$ cat src/rtl/matmul_seq_ctrl.sv
// Loads two 4x4 byte matrices from UART bytes, computes C = A x B on one shared MAC
// (one product term per cycle), then streams C out over a valid/ready handshake on request.
module matmul_seq_ctrl #(
  parameter int DATA_W = 8,
  parameter int ACC_W  = 18
) (
  input  logic              clk,
  input  logic              reset,
  input  logic              rx_valid,
  input  logic [DATA_W-1:0] rx_byte,
  input  logic              start_tx,
  output logic              out_valid,
  output logic [ACC_W-1:0]  out_data,
  output logic [3:0]        out_idx,
  input  logic              out_ready,
  output logic [5:0]        byte_cnt,
  output logic              busy,
  output logic              done,
  output logic              err
);

  localparam logic [1:0] S_LOAD    = 2'd0;
  localparam logic [1:0] S_COMPUTE = 2'd1;
  localparam logic [1:0] S_HOLD    = 2'd2;
  localparam logic [1:0] S_SEND    = 2'd3;
  localparam int         PROD_W    = 2 * DATA_W;

  logic [1:0]        state;
  logic [DATA_W-1:0] a_mat [16];
  logic [DATA_W-1:0] b_mat [16];
  logic [ACC_W-1:0]  c_mat [16];

  logic [1:0]        row;
  logic [1:0]        col;
  logic [1:0]        k;
  logic [ACC_W-1:0]  acc;
  logic [PROD_W-1:0] prod;
  logic [ACC_W-1:0]  sum;

  // The only multiplier: A[row][k] * B[k][col], selected by the loop counters.
  assign prod     = PROD_W'(a_mat[{row, k}]) * PROD_W'(b_mat[{k, col}]);
  assign sum      = acc + ACC_W'(prod);
  assign out_data = c_mat[out_idx];

  always_ff @(posedge clk) begin
    if (reset) begin
      state     <= S_LOAD;
      byte_cnt  <= '0;
      out_valid <= 1'b0;
      out_idx   <= '0;
      busy      <= 1'b0;
      done      <= 1'b0;
      err       <= 1'b0;
      row       <= '0;
      col       <= '0;
      k         <= '0;
      acc       <= '0;
      for (int i = 0; i < 16; i++) begin
        a_mat[i] <= '0;
        b_mat[i] <= '0;
        c_mat[i] <= '0;
      end
    end else begin
      case (state)
        S_LOAD: begin
          if (start_tx) err <= 1'b1;
          if (rx_valid) begin
            // Bytes 0-15 fill A, 16-31 fill B, both row-major.
            if (!byte_cnt[4]) a_mat[byte_cnt[3:0]] <= rx_byte;
            else              b_mat[byte_cnt[3:0]] <= rx_byte;
            byte_cnt <= byte_cnt + 6'd1;
            if (byte_cnt == 6'd31) begin
              state <= S_COMPUTE;
              busy  <= 1'b1;
              row   <= '0;
              col   <= '0;
              k     <= '0;
              acc   <= '0;
            end
          end
        end

        S_COMPUTE: begin
          if (rx_valid || start_tx) err <= 1'b1;
          if (k != 2'd3) begin
            acc <= sum;
            k   <= k + 2'd1;
          end else begin
            c_mat[{row, col}] <= sum;
            acc               <= '0;
            k                 <= '0;
            {row, col}        <= {row, col} + 4'd1;
            if ({row, col} == 4'd15) begin
              state <= S_HOLD;
              busy  <= 1'b0;
              done  <= 1'b1;
            end
          end
        end

        S_HOLD: begin
          if (start_tx) begin
            // A simultaneous byte loses to the send request and is flagged.
            if (rx_valid) err <= 1'b1;
            state     <= S_SEND;
            done      <= 1'b0;
            out_valid <= 1'b1;
            out_idx   <= '0;
          end else if (rx_valid) begin
            a_mat[0] <= rx_byte;
            byte_cnt <= 6'd1;
            state    <= S_LOAD;
            done     <= 1'b0;
          end
        end

        S_SEND: begin
          if (rx_valid) err <= 1'b1;
          if (out_ready) begin
            if (out_idx == 4'd15) begin
              state     <= S_HOLD;
              out_valid <= 1'b0;
              out_idx   <= '0;
              done      <= 1'b1;
            end else begin
              out_idx <= out_idx + 4'd1;
            end
          end
        end

        default: state <= S_LOAD;
      endcase
    end
  end

endmodule

$ cat config.mk
export PLATFORM = sky130hd
export DESIGN_NAME = matmul_seq_ctrl
export DESIGN_NICKNAME = d
export VERILOG_FILES = /design/src/rtl/matmul_seq_ctrl.sv
export SDC_FILE = /design/constraint.sdc
export NUM_CORES = 1
export LEC_CHECK = 0
export BUFFER_PORTS_ARGS = -buffer_cell sky130_fd_sc_hd__buf_2
export CAP_MARGIN = 10
export CORE_UTILIZATION = 60
export DETAILED_ROUTE_END_ITERATION = 6
export GPL_TIMING_DRIVEN = 0
export MAX_ROUTING_LAYER = met4
export PLACE_DENSITY = 0.87
export SYNTH_ARGS = -nofsm -noshare
export SYNTH_HDL_FRONTEND = slang
export SYNTH_SLANG_ARGS = --single-unit
$ cat constraint.sdc
create_clock -name clk -period 7.6 [get_ports clk]
set_input_delay 1.14 -clock clk [delete_from_list [all_inputs] [get_ports clk]]
set_output_delay 1.14 -clock clk [all_outputs]
set_load 0.01 [all_outputs]
# Word level (Yosys, flattened, before mapping)

Memories as Yosys holds them, arrays and structs flattened. A register that Yosys moved wholly into a read port is not among the register bits.
Cells that the tools add are included.
Widths: inputs -> output; s select.

Output and inout bits: 32
Input port bits: 13
Memory bits (writable): 544
Word-level logic and storage cells: 140
Memories: 3
Bits in registers: 40

Memory list:

| name  | words | width | rd ports | clocked after memory_dff | write ports | RTL line | source |
|---|---|---|---|---|---|---|---|
| c_mat | 16    | 18    | 1        | 1                        | 16          | 31       | `logic [ACC_W-1:0] c_mat [16];` |
| a_mat | 16    | 8     | 1        | 0                        | 16          | 29       | `logic [DATA_W-1:0] a_mat [16];` |
| b_mat | 16    | 8     | 1        | 0                        | 16          | 30       | `logic [DATA_W-1:0] b_mat [16];` |

Add/subtract/negate cells: 5
Bitwise logic cells: 1
Muxes and demuxes: 82
Reduce and logical (&&, ||, !) cells: 18
Multiply operators: 1
Equality and inequality tests: 19

Operator list:

| operator            | count |
|---|---|
| $mux 18             | 4 |
| $mux 1              | 40 |
| $pmux 18 s2         | 1 |
| $mux 4              | 8 |
| $mux 2              | 13 |
| $mux 8              | 3 |
| $ne 2x2->1 const B  | 12 |
| $add 18x16->18      | 1 |
| $mux 6              | 3 |
| $reduce_or 18->1    | 1 |
| $mul 8x8->16        | 1 |
| $reduce_or 8->1     | 2 |
| $pmux 2 s2          | 3 |
| $pmux 6 s2          | 1 |
| $reduce_and 4->1    | 3 |
| $reduce_and 3->1    | 3 |
| $add 4x1->4 const B | 2 |
| $eq 4x4->1 const B  | 2 |
| $pmux 2 s4          | 1 |
| $pmux 4 s2          | 1 |
| $reduce_and 7->1    | 1 |
| $add 6x1->6 const B | 1 |
| $eq 6x5->1 const B  | 1 |
| $reduce_and 6->1    | 1 |
| 13 further kinds    | 17 |

# Logic depth before layout (Yosys ltp)

Gate-level depths: netlist of the first run.

Depth in word-level cells: 7
Depth in mapped cells: 23
Mapped depth without buffers: 19

# Least setup slack after synthesis of the first run

OpenSTA, ideal clock, no wires.

Kind: flip-flop to flip-flop
From: register col[0]
To: memory c_mat[0][11] (data pin)
Setup time: 266 ps
Clock period less this slack: 6212 ps
Stages on the path, launching flop included: 22
Slack: 1388 ps
Arrival time: 5946 ps
Data required time: 7334 ps
Path buffers: 3
Cell sequence: dfxtp_1 buf_2 buf_2 mux4_2 mux4_2 and2_1 fa_1 inv_1 fa_1 inv_1 fa_1 inv_1 fa_1 inv_1 ha_1 a21o_1 a21oi_1 o21ai_1 a31oi_1 xor2_1 buf_2 nor2_1

RTL lines:

| what                     | RTL line | source |
|---|---|---|
| start: declaration       | 34       | `logic [1:0] col;` |
| start signal: assignment | 92       | `{row, col} <= {row, col} + 4'd1;` |
| end: declaration         | 31       |  |

==> results of run 1 <==
-- metrics by stage --
| stage | setup slack (ns) | hold WS (ns) |
|---|---|---|
| 2_1_floorplan | 1.39 | 0.425 |
| 3_3_place_gp | 0.520 | 0.451 |
| 3_5_place_dp | 0.385 | 0.457 |
| 4_1_cts | 0.304 | 0.476 |
| 5_1_grt | 0.0240 | 0.512 |
| 6_report | 0.307 | 0.466 |
-- registers in the layout, indices dropped and copies added, names as in the netlist, 2 cells and up, named ones only --
signal,count
out_idx,4
a_mat,128
row,2
state,2
k,2
byte_cnt,6
b_mat,128
col,2
acc,18
c_mat,288
-- cell usage in the layout, fill, tap and decap left out, types with 6 or more instances in the layout --
| cell type | count |
|---|---|
| clkbuf_1 | 128 |
| clkinv_1 | 7 |
| clkbuf_4 | 6 |
| and3_1 | 82 |
| dfxtp_1 | 44 |
| clkbuf_16 | 62 |
| nand4_1 | 8 |
| inv_1 | 106 |
| xor2_1 | 6 |
| a21oi_1 | 24 |
| buf_2 | 76 |
| buf_4 | 8 |
| clkinv_2 | 7 |
| o21ai_0 | 39 |
| mux4_2 | 170 |
| fa_1 | 50 |
| edfxtp_1 | 544 |
| xnor2_1 | 7 |
| a21o_1 | 8 |
| and2_1 | 292 |
| ha_1 | 50 |
| nor2b_1 | 12 |
| o21ai_1 | 13 |
| nand2_1 | 91 |
| xnor2_2 | 6 |
| nor2_1 | 283 |
-- where the power goes --
| group | switching [mW] | leakage (nW) | internal, mW | total (mW) |
|---|---|---|---|---|
| Clock | 1.25 | 0.907 | 1.60 | 2.85 |
| Combinational | 0.425 | 4.94 | 0.173 | 0.598 |
| Sequential | 0.0445 | 5.79 | 3.65 | 3.69 |
-- tightest hold or removal path, cell delays in order (launching register included) --
cell     delay, ns
dfxtp_1       0.33
nand2_1       0.05
o21ai_0       0.06
-- cells by family (layout without fill, tap and decap cells) --
logic type | after synthesis | in the layout
other | 0 | 2
muxes | 170 | 170
and+or+nand+nor | 790 | 790
xor gates and xnor gates | 21 | 21
buffers and inverters | 247 | 420
AOI/OAI and AO/OA | 110 | 110
DFF | 588 | 588
adders and majority gates | 100 | 100
-- per-layer routing --
layer,global-route usage,vias to the layer above,routed length [um]
met5,-,-,0
met4,0.131,0,3000
met3,0.0574,241,7010
met2,0.537,1292,37100
met1,0.352,8915,23800
li1,-,7540,-
-- repair_timing --
action                                  4_1_cts  5_1_grt
buffers inserted                              0        2
hold buffers                                  0        0
endpoints found under the setup margin        0       23
resized for setup                             0        2
-- final timing paths --
check                            start                          to  slack (ns)  cells after the start
setup / recovery     k[0]$_SDFFE_PP0P_  c_mat[4][15]$_SDFFCE_PN0P_        0.31                     23
hold / removal    acc[16]$_SDFFE_PP0P_        acc[16]$_SDFFE_PP0P_        0.47                      2
setup reg to reg     k[0]$_SDFFE_PP0P_  c_mat[4][15]$_SDFFCE_PN0P_        0.31                     23
hold reg to reg   acc[16]$_SDFFE_PP0P_        acc[16]$_SDFFE_PP0P_        0.47                      2
-- area by class of cell --
type                       instances  area, um2
clock inverter                    22        180
inverter                         108        405
sequential                       588      17200
fill                            2925      15200
multi-input combinational       1191      10400
tap                              607        759
buffer                           139        572
clock buffer                      87       1690
antenna                            2       5.00
timing repair buffer              64        340
==> out/qor.yml, run 1 <==
setup_path:
  cp_data_arrival_time_ns: 7.64
  cp-start-kind: "register"
  critical_path.top_delay_family: "adder cells"
  cp.required_ns: 7.95
  slowest_delay_ns: 0.61
  slowest_stage: "mux4_2"
  path_buf_inv: 8
  crit_fanout: 10
  cp-end-kind: "register"
  crit_path_cell_trace: "buf_4 > buf_4 > buf_2 > mux4_2 > mux4_2 > and2_1 > fa_1 > inv_1 > fa_1 > inv_1 > fa_1 > inv_1 > fa_1 > inv_1 > ha_1 > a21o_1 > a21oi_1 > o21ai_1 > a31oi_2 > o21ai_1 > xnor2_2 > buf_2 > nor2_1"
  path_class: "reg2reg"
yosys:
  ys_seq_elements: 588
  synth_area_leader_cell: "edfxtp_1"
  synth_warnings: 0
  synth.area.mux_share: 0.134
  synth.avg_cell_area_um2: 14.1
  synth_top_family_by_area: "simple AND/OR/NAND/NOR gates"
  synthFlopType: "edfxtp_1"
  yosysMostFrequentCell: "edfxtp_1"
  ys_top_cells_by_count: "edfxtp_1, and2_1, nor2_1"
  yosys-top-cells-area: "edfxtp_1, mux4_2, and2_1"
  synthArstFlopShare: 0
  syn_area_um2: 28500
  yosys.area_share.xor_xnor: 0.00828
  synthDistinctLibCells: 51
  synthSimpleGateAreaFrac: 0.140
  yosys.area.top_type_share: 0.572
  synthAdderAreaFrac: 0.0570
  syn-num-nets: 2139
  yosysSeqAreaShare: 0.603
  synth_compound_area_frac: 0.0231
  synth_enable_flop_cells: 544
  synthCells: 2026
placement:
  dp.cells: 2676
  dpl-instance-area_um2: 29500
  hpwl_mm: 49.9
  portBuffers: 43
  gp_congestion: 0.913
floorplan:
  core_um2: 46800
  rows: 79
  dieArea_um2: 48500
  io_pins: 45
  start_util: 0.611
  die-width_um: 220
  dieHeight_um: 220
clock_tree:
  numCtsBuffers: 58
  cts_tree: "done"
  path_clk_slew_ns: 0.07
  insertion_delay_ns: 0.63
  clock_path_buffers: 3
  cts_sinks: 588
  h-tree-depth: 2
  cts_root_buffer: "clkbuf_16"
layout:
  layoutNonFillerInstCount: 2808
  final_area_um2: 31500
  nets: 2263
  fin_util: 0.674
  drive_gt1_frac: 0.163
  area.growth.synth_to_final_pct: 10.5
global_route:
  grt_pass1_wl_mm: 108
  grt_antenna_before_repair: 1
  grt_overflow: 0
  grt_max_degree: 20
  grt_pass1_vias: 18900
  track_usage: 0.310
routing:
  wl_mm: 70.9
  wl_per_cell_um: 25.3
  drt_pass1_iterations: 6
  drtIter0Drc: 2660
  drc: 0
  vias: 18000
  via_per_inst: 6.41
  postRouteAntennaNets: 0
timing:
  min_period_over_period: 0.960
  clock_skew_ns: 0.0334
  worst_pin_slew_ns: 1.26
  relSlewSlack: 0.152
  hold_violations: 0
  max_freq_mhz: 137
  finalSetupViolations: 0
  fin_setup_tns_ns: 0
  finalMaxSlewViolations: 0
  final.min_clock_period_ns: 7.29
  rsz0062_at_grt: "false"
outcome:
  status: "finished clean"
power_and_ir_drop:
  power.density_nw_per_um2: 227
  peakVddDrop_mv: 0.189
  leakage_nw: 11.6
  power_mw: 7.14
run:
  cap_violations: 0
min_path:
  hp-class: "reg2reg"
No activity file was read; power rests on OpenSTA's default activity.
==> run 2: changes to the inputs <==
ABC_AREA = 1   (was unset)
PLACE_DENSITY = 0.86   (was 0.87)
==> out/qor.yml, run 2 <==
yosys:
  synthArstFlopShare: 0  # unchanged
  synthFlopType: "edfxtp_1"  # unchanged
  yosys-top-cells-area: "edfxtp_1, nor2_1, nand2_1"  # was edfxtp_1, mux4_2, and2_1
  yosys.area.top_type_share: 0.562  # was 0.572
  synth_area_leader_cell: "edfxtp_1"  # unchanged
  syn-num-nets: 3032  # was 2139
  synth_warnings: 0  # unchanged
  ys_seq_elements: 588  # unchanged
  synth.avg_cell_area_um2: 9.96  # was 14.1 um2
  synthCells: 2919  # was 2026
  ys_top_cells_by_count: "nor2_1, edfxtp_1, nand2_1"  # was edfxtp_1, and2_1, nor2_1
  yosysMostFrequentCell: "nor2_1"  # was edfxtp_1
  synth_enable_flop_cells: 544  # unchanged
  yosysSeqAreaShare: 0.592  # was 0.603
  synthDistinctLibCells: 39  # was 51
  syn_area_um2: 29100  # was 28500 um2
layout:
  layoutNonFillerInstCount: 3685  # was 2808
  reg_top3: "c_mat x288, a_mat x128, b_mat x128"  # unchanged
  largest_reg_flops: 288  # unchanged
  nets: 3136  # was 2263
  n_antenna_cell: 0  # was 2
  area.growth.synth_to_final_pct: 9.69  # was 10.5%
  regMostFlops: "c_mat"  # unchanged
  drive_gt1_frac: 0.0684  # was 0.163
  final_common_cell: "nor2_1"  # was edfxtp_1
  fin_util: 0.668  # was 0.674
  final_cell_mix: "nor2_1, edfxtp_1, nand2_1"  # was edfxtp_1, and2_1, nor2_1
  final.fill_count: 3478  # was 2925
  multi_input_area_um2: 10000  # was 10400 um2
  seqCellArea_um2: 17200  # unchanged
global_route:
  track_usage: 0.365  # was 0.310
  grt_max_degree: 20  # unchanged
  grt_pass1_wl_mm: 130  # was 108 mm
  grt_antenna_before_repair: 0  # was 1
  grt_overflow: 0  # unchanged
  grt_pass1_vias: 22300  # was 18900
setup_path:
  reg2reg_from: "col[0]$_SDFFE_PP0P_"  # was k[0]$_SDFFE_PP0P_
  path_class: "reg2reg"  # unchanged
  rr_endpoint: "c_mat[1][13]$_SDFFCE_PN0P_"  # was c_mat[4][15]$_SDFFCE_PN0P_
  ff2ff_setup_slack_ns: 0.44  # was 0.31 ns
  cp.required_ns: 7.94  # was 7.95 ns
  reg2reg_depth: 25  # was 23
  cp-end-kind: "register"  # unchanged
  crit_top_cell: "nand2_1"
  crit_fanout: 10  # unchanged
  path_buf_inv: 7  # was 8
  slowest_delay_ns: 0.64  # was 0.61 ns
  cp_data_arrival_time_ns: 7.49  # was 7.64 ns
  slowest_stage: "o211ai_1"  # was mux4_2
  critical_path.top_delay_family: "adder cells"  # unchanged
  cp-start-kind: "register"  # unchanged
timing:
  min_period_over_period: 0.942  # was 0.960
  hold_violations: 0  # unchanged
  final.min_clock_period_ns: 7.16  # was 7.29 ns
  worst_pin_slew_ns: 1.09  # was 1.26 ns
  max_freq_mhz: 140  # was 137 MHz
  finalMaxSlewViolations: 0  # unchanged
  finalSetupViolations: 0  # unchanged
  rsz0062_at_grt: "false"  # unchanged
  clock_skew_ns: 0.0218  # was 0.0334 ns
  fin_setup_tns_ns: 0  # unchanged
  relSlewSlack: 0.270  # was 0.152
floorplan:
  dieArea_um2: 49400  # was 48500 um2
  start_util: 0.609  # was 0.611
  rows: 80  # was 79
  die-width_um: 222  # was 220 um
  core_um2: 47700  # was 46800 um2
  dieHeight_um: 222  # was 220 um
  io_pins: 45  # unchanged
routing:
  wl_mm: 87.2  # was 70.9 mm
  via_per_inst: 6.27  # was 6.41
  drtIter0Drc: 3818  # was 2660
  vias: 23100  # was 18000
  drc: 0  # unchanged
  drt_pass1_iterations: 7  # was 6
  postRouteAntennaNets: 0  # unchanged
  wl_per_cell_um: 23.7  # was 25.3 um
placement:
  portBuffers: 43  # unchanged
  dp.cells: 3577  # was 2676
  gp_congestion: 1.06  # was 0.913
  hpwl_mm: 62.3  # was 49.9 mm
min_path:
  whs_path_depth: 2  # unchanged
  holdPathEnd: "acc[10]$_SDFFE_PP0P_"  # was acc[16]$_SDFFE_PP0P_
  min_from: "acc[10]$_SDFFE_PP0P_"  # was acc[16]$_SDFFE_PP0P_
  hp-class: "reg2reg"  # unchanged
run:
  cap_violations: 0  # unchanged
power_and_ir_drop:
  leakage_nw: 12.5  # was 11.6 nW
  power_mw: 7.16  # was 7.14 mW
  peakVddDrop_mv: 0.199  # was 0.189 mV
  power.density_nw_per_um2: 225  # was 227 nW/um2
clock_tree:
  cts_root_buffer: "clkbuf_16"  # unchanged
  h-tree-depth: 2  # unchanged
  clock_path_buffers: 3  # unchanged
  cts-resized-gates: 0  # unchanged
  cts_tree: "done"  # unchanged
  numCtsBuffers: 59  # was 58
  insertion_delay_ns: 0.64  # was 0.63 ns
  post_cts_buffers: 0  # unchanged
  path_clk_slew_ns: 0.06  # was 0.07 ns
  holdBufCountCts: 0  # unchanged
  cts_sinks: 588  # unchanged
outcome:
  status: "finished clean"  # unchanged
==> run 2: metal layers <==
metal	wire [um]	GRT usage	share of wire
met5	0	-	0
met4	6650	0.242	0.076
met1	29800	0.442	0.34
met2	39600	0.558	0.45
met3	11200	0.0708	0.13
==> run 2: report_power, final <==
| group | leakage, nW | switching [mW] | internal [mW] |
|---|---|---|---|
| sequential | 5.97 | 0.0342 | 3.63 |
| combinational | 5.67 | 0.532 | 0.134 |
| clock | 0.896 | 1.25 | 1.58 |
| total | 12.5 | 1.82 | 5.34 |
==> run 2: cell type report <==
type | instances | area share
Tap cell | 615 | 0.0241
Timing Repair Buffer | 43 | 0.00675
Clock inverter | 32 | 0.00722
Clock buffer | 76 | 0.0502
Sequential cell | 588 | 0.540
Multi-Input combinational cell | 1848 | 0.313
Inverter | 307 | 0.0361
Buffer | 176 | 0.0224
==> run 2: cell families after synthesis <==
kind of cell	count (synthesis)	synth area share
xor+xnor	10	0.00301
compound gates	473	0.0925
fa+ha+maj	100	0.0559
flops	588	0.592
simple gates	1193	0.168
mux	72	0.0248
buf+inv	483	0.0642
==> run 2: worst max-delay path by stage <==
stage                              startpoint                          end  slack (ns)  cells after the start
after floorplan           col[0]$_SDFFE_PP0P_   c_mat[0][17]$_SDFFCE_PN0P_        2.38                     24
after global placement      k[0]$_SDFFE_PP0P_  c_mat[10][13]$_SDFFCE_PN0P_        0.95                     28
after detailed placement  col[0]$_SDFFE_PP0P_   c_mat[1][13]$_SDFFCE_PN0P_        0.80                     23
after CTS                   k[0]$_SDFFE_PP0P_   c_mat[1][13]$_SDFFCE_PN0P_        0.73                     23
after global routing      col[0]$_SDFFE_PP0P_  c_mat[12][13]$_SDFFCE_PN0P_        0.28                     25
final                     col[0]$_SDFFE_PP0P_   c_mat[1][13]$_SDFFCE_PN0P_        0.44                     25
==> run 2: per-stage QoR <==
step	area [um2]	hold slack, ns	setup WS [ns]
CTS	31900	0.476	0.732
floorplan	29100	0.441	2.38
global route	31900	0.493	0.282
global placement	30100	0.451	0.945
detailed placement	30100	0.467	0.797
finish	31900	0.474	0.444
==> run 2: worst min-delay path: cells and delay by family (launching register included) <==
family | cells | cell delay [ns]
compound gates | 1 | 0.06
flops | 1 | 0.31
simple gates | 1 | 0.06
